**src/rtl/bias_accumulate_unit.sv**
```systemverilog
// Bias accumulate unit: sums per-lane adder-tree partial sums over several
// input-channel passes, adds the layer bias on the final pass, saturates to
// DW bits, optionally applies ReLU and holds one result behind a valid/ready
// output register.
module bias_accumulate_unit #(
  parameter int N_adder_tree = 16,
  parameter int DW           = 18,
  parameter int ACC_W        = 24,
  parameter int CNT_W        = 8
) (
  input  logic                       clk,
  input  logic                       rst,
  input  logic                       in_valid,
  output logic                       in_ready,
  input  logic [N_adder_tree*DW-1:0] in_data,
  input  logic                       in_last,
  input  logic [N_adder_tree*DW-1:0] bias,
  input  logic                       relu_en,
  output logic                       out_valid,
  input  logic                       out_ready,
  output logic [N_adder_tree*DW-1:0] out_data,
  output logic [CNT_W-1:0]           pass_cnt,
  output logic                       sat_flag
);

  // Saturation bounds expressed in the ACC_W+1 bit sum domain.
  localparam logic signed [ACC_W:0] SAT_MAX = {{(ACC_W-DW+2){1'b0}}, {(DW-1){1'b1}}};
  localparam logic signed [ACC_W:0] SAT_MIN = {{(ACC_W-DW+2){1'b1}}, {(DW-1){1'b0}}};

  logic                    accept;
  logic                    first;
  logic                    last_accept;
  logic [N_adder_tree-1:0] lane_sat;
  logic [DW-1:0]           lane_res [N_adder_tree];
  logic [DW-1:0]           out_lane [N_adder_tree];
  logic signed [ACC_W-1:0] acc      [N_adder_tree];

  // The single output register is the only storage: a held, unconsumed
  // result blocks every input beat.
  assign in_ready    = !(out_valid && !out_ready);
  assign accept      = in_valid && in_ready;
  assign last_accept = accept && in_last;
  assign first       = (pass_cnt == '0);

  genvar gi;
  generate
    for (gi = 0; gi < N_adder_tree; gi++) begin : g_lane
      logic signed [DW-1:0]  in_w;
      logic signed [DW-1:0]  bias_w;
      logic signed [ACC_W:0] sum_w;
      logic                  sat_hi;
      logic                  sat_lo;
      logic [DW-1:0]         clip_w;

      assign in_w   = in_data[DW*gi +: DW];
      assign bias_w = bias[DW*gi +: DW];

      // Final-pass sum is one bit wider than the accumulator so the bias
      // addition cannot wrap before saturation is decided.
      assign sum_w = (first ? {(ACC_W+1){1'b0}} : {acc[gi][ACC_W-1], acc[gi]})
                   + {{(ACC_W+1-DW){in_w[DW-1]}}, in_w}
                   + {{(ACC_W+1-DW){bias_w[DW-1]}}, bias_w};

      assign sat_hi = (sum_w > SAT_MAX);
      assign sat_lo = (sum_w < SAT_MIN);
      assign clip_w = sat_hi ? {1'b0, {(DW-1){1'b1}}} :
                      sat_lo ? {1'b1, {(DW-1){1'b0}}} : sum_w[DW-1:0];

      // ReLU acts on the already saturated value.
      assign lane_res[gi] = (relu_en && clip_w[DW-1]) ? '0 : clip_w;
      assign lane_sat[gi] = sat_hi || sat_lo;
      assign out_data[DW*gi +: DW] = out_lane[gi];

      // Lane accumulator: restart on the first pass, wrap freely otherwise,
      // clear once the group has been folded into a result.
      always_ff @(posedge clk or posedge rst) begin
        if (rst) begin
          acc[gi] <= '0;
        end else if (accept) begin
          if (in_last)
            acc[gi] <= '0;
          else if (first)
            acc[gi] <= {{(ACC_W-DW){in_w[DW-1]}}, in_w};
          else
            acc[gi] <= acc[gi] + {{(ACC_W-DW){in_w[DW-1]}}, in_w};
        end
      end

      // Lane result register, loaded only by an accepted last beat.
      always_ff @(posedge clk or posedge rst) begin
        if (rst)
          out_lane[gi] <= '0;
        else if (last_accept)
          out_lane[gi] <= lane_res[gi];
      end
    end
  endgenerate

  // Pass counter: counts non-last beats, sticks at all-ones, restarts per group.
  always_ff @(posedge clk or posedge rst) begin
    if (rst)
      pass_cnt <= '0;
    else if (accept) begin
      if (in_last)
        pass_cnt <= '0;
      else if (pass_cnt != '1)
        pass_cnt <= pass_cnt + 1'b1;
    end
  end

  // Output valid and saturation flag: reload on a last beat (even while the
  // previous result is being consumed), drop when consumed without reload.
  always_ff @(posedge clk or posedge rst) begin
    if (rst) begin
      out_valid <= 1'b0;
      sat_flag  <= 1'b0;
    end else if (last_accept) begin
      out_valid <= 1'b1;
      sat_flag  <= |lane_sat;
    end else if (out_valid && out_ready) begin
      out_valid <= 1'b0;
      sat_flag  <= 1'b0;
    end
  end

endmodule
```
**config.mk**
```make
export PLATFORM = sky130hd
export DESIGN_NAME = bias_accumulate_unit
export DESIGN_NICKNAME = d
export VERILOG_FILES = /design/src/rtl/bias_accumulate_unit.sv
export SDC_FILE = /design/constraint.sdc
export NUM_CORES = 2
export LEC_CHECK = 0
export BUFFER_PORTS_ARGS = -buffer_cell sky130_fd_sc_hd__buf_2
export CAP_MARGIN = 40
export CORE_ASPECT_RATIO = 2
export CORE_MARGIN = 3
export CORE_UTILIZATION = 45
export DETAILED_ROUTE_END_ITERATION = 8
export GPL_ROUTABILITY_DRIVEN = 1
export PLACE_DENSITY = 0.66
export SYNTH_ARGS = -nofsm -noshare
export SYNTH_HDL_FRONTEND = slang
export SYNTH_SLANG_ARGS = --single-unit
```
**constraint.sdc**
```tcl
create_clock -name clk -period 32.7 [get_ports clk]
set_clock_uncertainty 0.15 [all_clocks]
set_input_delay 4.905 -clock clk [delete_from_list [all_inputs] [get_ports clk]]
set_output_delay 4.905 -clock clk [all_outputs]
set_load 0.1 [all_outputs]
```
Word-level counts from Yosys, hierarchy flattened

Index checks and enable logic that the tools add are counted.

Register bits: 682
Input port bits: 582
Output and inout bits: 299
Word-level logic and storage cells: 261

$add $sub $neg: 49
Magnitude comparators: 32
Equal/unequal tests: 1
Mux-type cells: 101
Reduce and logical (&&, ||, !) cells: 43

Operators with widths:

| operator                                                      | count |
|---|---|
| 2-to-1 mux 18 bit                                             | 48 |
| adder 25 bit                                                  | 32 |
| 2-to-1 mux 24 bit                                             | 32 |
| > comparator 25 x 18 -> 1 bit (second input constant)         | 16 |
| less-than comparator 25 x 18 -> 1 bit (second input constant) | 16 |
| 2-to-1 mux 25 bit                                             | 16 |
| adder 24 bit                                                  | 16 |
| logical AND 1 bit                                             | 20 |
| logical OR 1 bit                                              | 16 |
| 2-to-1 mux 8 bit                                              | 2 |
| OR reduction 16 bit                                           | 1 |
| adder 8 x 1 -> 8 bit (second input constant)                  | 1 |
| zero test 8 bit                                               | 1 |
| inequality test 8 bit (second input constant)                 | 1 |
| nonzero test 2 bit                                            | 2 |
| 2-to-1 mux 1 bit                                              | 3 |
| zero test 1 bit                                               | 2 |
| AND reduction 2 bit                                           | 1 |

Depth between registers and ports, before layout

Depth after elaboration: 9
Gate-level depth with buffers: 27
Depth with buffers taken out: 22

Least setup slack after synthesis

Ideal clock, no wire load.

Path type: input-to-output
Start point: in out_ready
End point: out in_ready
Data arrival time: 5.700 ns
Required time: 27.645 ns
Setup slack: 21.945 ns
Cell stages on the path: 1
Path buffers: 0
Cell sequence: nand2b_1

Cells in the longest elaborated chain, start to end: 3

RTL lines:

| what              | line | source |
|---|---|---|
| start, declared   | 20   | `input logic out_ready,` |
| zero test 1 bit   | 40   | `assign in_ready = !(out_valid && !out_ready);` |
| logical AND 1 bit | 40   |  |
| zero test 1 bit   | 40   |  |
| end, declared     | 14   | `output logic in_ready,` |

No other way between the ends.

Worst setup path after layout

Ends and elaborated chain as after synthesis.

==> results.sh <==
export IMPL_run_status="finished clean"
export IMPL_cts_clk_slew_worst_paths_ns=0.07
export IMPL_drt_iter0_markers=3651
export IMPL_synth_top_area_share=0.230
export IMPL_numPlacedInstances=11800
export IMPL_detailedPlacementHpwl_mm=202
export IMPL_fraction_of_layout_instances_using_a_drive_strength_above_1=0.123
export IMPL_fp_dieArea_sq_um=170000
export IMPL_floorplan_io_pins=881
export IMPL_num_vias=70400
export IMPL_synth_top_family_by_area="adder cells"
export IMPL_drt_vias_per_instance=5.86
export IMPL_port_buf_inserts=880
export IMPL_yosys_area_top_type="sky130_fd_sc_hd__dfrtp_1"
export IMPL_period_needed_ns=10.70
export IMPL_cts_htree_levels=3
export IMPL_final_setup_fails=0
export IMPL_critPathRequiredTime_ns=27.64
export IMPL_synth_compound_area_share=0.229
export IMPL_grt_usage=0.298
export IMPL_timing_final_crit_share=0.327
export IMPL_syn_nets=10800
export IMPL_drt_wl_total_mm=260
export IMPL_critical_path_peak_fanout=4
export IMPL_p_per_area_nw_per_um2=97.6
export IMPL_final_report_hold_violation_count=0
export IMPL_drcViolationCount=0
export IMPL_synth_xor_area_frac=0.0664
export IMPL_number_of_global_route_vias_before_repair=72400
export IMPL_rsz0062_at_grt="false"
export IMPL_cts_hold_buf=0
export IMPL_cts_resized=0
export IMPL_synth_edf_count=0
export IMPL_core_area_sq_um=164000
export IMPL_ys_seq_area_frac=0.230
export IMPL_wl_met3_mm=17.6
export IMPL_fmaxAchievable_ghz=0.0935
export IMPL_max_slew_headroom=0.314
export IMPL_clk_latency_ns=0.68
export IMPL_crit_path_frequent_cell="sky130_fd_sc_hd__buf_2"
export IMPL_drt_met1_wl_mm=91.4
export IMPL_top_signal_layer_used="met5"
export IMPL_postLayoutSetupSlackWorst_ns=22.00
export IMPL_sort_of_element_at_the_end_of_the_critical_path="output port"
export IMPL_cpMaxStageDelayCell="sky130_fd_sc_hd__buf_2"
export IMPL_detail_route_first_pass_iterations=6
export IMPL_placementRows=210
export IMPL_tritoncts="done"
export IMPL_final_instance_count_excl_fill=12000
export IMPL_cts_inserted_buffers=79
export IMPL_die_width_microns=293
export IMPL_yosysWarningCount=0
export IMPL_power_leakage_nw=41.1
export IMPL_final_seq_area_sq_um=17100
export IMPL_synthesis_area_sq_um=74200
export IMPL_cap_violations=0
export IMPL_tritoncts_num_sinks=682
export IMPL_synthMuxAreaShare=0.00740
export IMPL_worst_path_dominant_cell_family="buffers and inverters"
export IMPL_cts_root_buf="sky130_fd_sc_hd__clkbuf_16"
export IMPL_yosys_most_used_dff="sky130_fd_sc_hd__dfrtp_1"
export IMPL_timing_setup_critical_path_class="in -> out"
export IMPL_critical_path_n_buffers_inverters=2
export IMPL_arrival_ns=5.64
export IMPL_layout_nets=11500
export IMPL_fraction_of_the_mapped_netlist_area_in_adder_cells=0.237
export IMPL_area_of_the_multi_input_gates_sq_um=54000
export IMPL_routed_wire_length_per_instance_microns=21.6
export IMPL_fin_tns_setup_ns=0
export IMPL_post_cts_buffers=0
export IMPL_cts_path_max_buffers=3
export IMPL_postSynthCellCount=9023
export IMPL_slew_violations=0
export IMPL_ys_types=99
export IMPL_netlist_top_cells_area="sky130_fd_sc_hd__dfrtp_1, sky130_fd_sc_hd__ha_1, sky130_fd_sc_hd__fa_1, sky130_fd_sc_hd__o21ai_0, sky130_fd_sc_hd__a21oi_1"
export IMPL_grt_pass1_wl_mm=400
export IMPL_met2WireLength_mm=133
export IMPL_gr_total_overflow=0
export IMPL_worst_hold_path_type="reg -> reg"
export IMPL_critical_path_cell_chain="buf_2 -> nand2b_1 -> buf_2"
export IMPL_critical_path_max_stage_delay_ns=0.46
export IMPL_ant_nets=0
export IMPL_fillCellCount=15700
export IMPL_vdd_ir_drop_max_mv=0.103
export IMPL_grt_max_degree=134
export IMPL_gp_routability_congestion=0.945
export IMPL_worstMarginPinSlew_ns=1.03
export IMPL_synth_seq_cells=682
export IMPL_initial_core_util=0.453
export IMPL_area_delta_synth_final_pct=13.4
export IMPL_grt_antenna_before_repair=120
export IMPL_cp_launch_type="primary input"
export IMPL_syn_mean_instance_area_sq_um=8.23
export IMPL_pre_cts_slack_ns=22.00
export IMPL_ys_async_sr_fraction=1.00
export IMPL_die_height_microns=580
export IMPL_synth_simple_gate_area_share=0.187
## routing by layer
metal	up-vias	track usage
met5	-	0
li1	33300	-
met3	780	0.0705
met2	2005	0.546
met4	72	0.181
met1	34200	0.303
## Yosys cell counts (18+ instances only)
master,number
sky130_fd_sc_hd__nor2_1,656
sky130_fd_sc_hd__a211oi_1,70
sky130_fd_sc_hd__nand3_1,134
sky130_fd_sc_hd__xnor2_1,364
sky130_fd_sc_hd__nand2b_1,124
sky130_fd_sc_hd__and3_1,67
sky130_fd_sc_hd__o31ai_1,66
sky130_fd_sc_hd__a41oi_1,30
sky130_fd_sc_hd__fa_1,416
sky130_fd_sc_hd__or4_1,19
sky130_fd_sc_hd__a31oi_1,93
sky130_fd_sc_hd__nand2_1,1063
sky130_fd_sc_hd__o31a_1,30
sky130_fd_sc_hd__or2_2,30
sky130_fd_sc_hd__o22ai_1,23
sky130_fd_sc_hd__o21ai_0,910
sky130_fd_sc_hd__xor2_1,197
sky130_fd_sc_hd__a21oi_1,810
sky130_fd_sc_hd__and2_1,334
sky130_fd_sc_hd__and4_1,18
sky130_fd_sc_hd__a22o_1,58
sky130_fd_sc_hd__mux2i_1,47
sky130_fd_sc_hd__o211ai_1,29
sky130_fd_sc_hd__nor2b_1,111
sky130_fd_sc_hd__a21o_1,218
sky130_fd_sc_hd__dfrtp_1,682
sky130_fd_sc_hd__nor3_1,194
sky130_fd_sc_hd__a221o_1,19
sky130_fd_sc_hd__a211o_1,21
sky130_fd_sc_hd__clkbuf_1,287
sky130_fd_sc_hd__nor4_1,34
sky130_fd_sc_hd__inv_1,557
sky130_fd_sc_hd__o21bai_1,67
sky130_fd_sc_hd__o2111ai_1,23
sky130_fd_sc_hd__ha_1,738
sky130_fd_sc_hd__nand4_1,31
sky130_fd_sc_hd__o21a_1,73
sky130_fd_sc_hd__a21boi_0,24
sky130_fd_sc_hd__or3_1,61
## final timing paths
check,startpoint,end,slack (ns),depth (start not counted)
worst max-delay path,out_ready,in_ready,22.00,3
worst min-delay path,out_data[126]$_DFFE_PP0P_,out_data[126]$_DFFE_PP0P_,0.31,2
worst max register to register,pass_cnt[0]$_DFFE_PP0P_,out_data[163]$_DFFE_PP0P_,23.64,25
worst min register to register,out_data[126]$_DFFE_PP0P_,out_data[126]$_DFFE_PP0P_,0.31,2
max in group asynchronous,rst,acc[322]$_DFFE_PP0P_,26.18,5
min in group asynchronous,rst,out_data[149]$_DFFE_PP0P_,4.17,3
## layout by cell type, fill, tap and decap left out, types with 124 or more instances in the layout
cell	count
sky130_fd_sc_hd__a21o_1	218
sky130_fd_sc_hd__nand2b_1	124
sky130_fd_sc_hd__xnor2_1	363
sky130_fd_sc_hd__nand3_1	134
sky130_fd_sc_hd__and2_1	332
sky130_fd_sc_hd__o21ai_0	908
sky130_fd_sc_hd__dfrtp_1	682
sky130_fd_sc_hd__inv_1	555
sky130_fd_sc_hd__ha_1	738
sky130_fd_sc_hd__buf_2	880
sky130_fd_sc_hd__xor2_1	197
sky130_fd_sc_hd__nand2_1	1058
sky130_fd_sc_hd__nor3_1	194
sky130_fd_sc_hd__a21oi_1	810
sky130_fd_sc_hd__fa_1	416
sky130_fd_sc_hd__nor2_1	652
## state kept, by name, summed over array words and instances (netlist names)
| register | cells |
|---|---|
| sat_flag | 1 |
| out_valid | 1 |
| acc | 384 |
| pass_cnt | 8 |
| out_data | 288 |
## layout make-up
cell class                 instances  area share
clock inverter                    51     0.00893
antenna                           71     0.00211
inverter                         557      0.0249
timing repair buffer             964      0.0629
tap                             2120      0.0315
clock buffer                      94      0.0255
sequential                       682       0.203
multi-input combinational       7478       0.642
## through the flow
step,total power [mW],util,area (sq um),hold slack (ns)
detailed placement,7.14,0.495,81100,0.300
CTS,8.22,0.513,84000,0.316
finish,8.21,0.514,84200,0.314
global placement,7.02,0.493,80800,0.298
global route,8.82,0.514,84100,0.337
floorplan,5.76,-,74200,0.316
## cells by family after synthesis
logic type | Yosys count
simple gates | 2938
buf+inv | 863
fa+ha+maj | 1154
compound gates | 2770
xor+xnor | 562
mux | 54
flops | 682
## power breakdown
group | internal (mW) | switching, mW | total [mW]
logic | 1.86 | 3.95 | 5.80
clock network | 0.601 | 0.438 | 1.04
registers | 1.15 | 0.223 | 1.37
## worst register-to-register path, cell delays in order (launching register included)
cell                        delay, ns
sky130_fd_sc_hd__dfrtp_1         0.42
sky130_fd_sc_hd__inv_1           0.10
sky130_fd_sc_hd__ha_1            0.15
sky130_fd_sc_hd__nor4b_1         0.58
sky130_fd_sc_hd__and2_4          0.76
sky130_fd_sc_hd__buf_4           0.69
sky130_fd_sc_hd__buf_4           0.70
sky130_fd_sc_hd__buf_4           0.57
sky130_fd_sc_hd__nor2_1          0.16
sky130_fd_sc_hd__fa_1            0.51
sky130_fd_sc_hd__ha_1            0.21
sky130_fd_sc_hd__inv_1           0.07
sky130_fd_sc_hd__fa_1            0.41
sky130_fd_sc_hd__nor2b_1         0.17
sky130_fd_sc_hd__o2111ai_1       0.15
sky130_fd_sc_hd__nand3_1         0.14
sky130_fd_sc_hd__a41o_1          0.25
sky130_fd_sc_hd__o211a_1         0.22
sky130_fd_sc_hd__o2111ai_1       0.25
sky130_fd_sc_hd__a21o_1          0.28
sky130_fd_sc_hd__xor2_1          0.17
sky130_fd_sc_hd__or4_1           0.59
sky130_fd_sc_hd__o41ai_4         0.54
sky130_fd_sc_hd__buf_4           0.31
sky130_fd_sc_hd__nand3_1         0.16
sky130_fd_sc_hd__o21ai_0         0.24
Note: power is estimated with default switching activity, not from simulation.
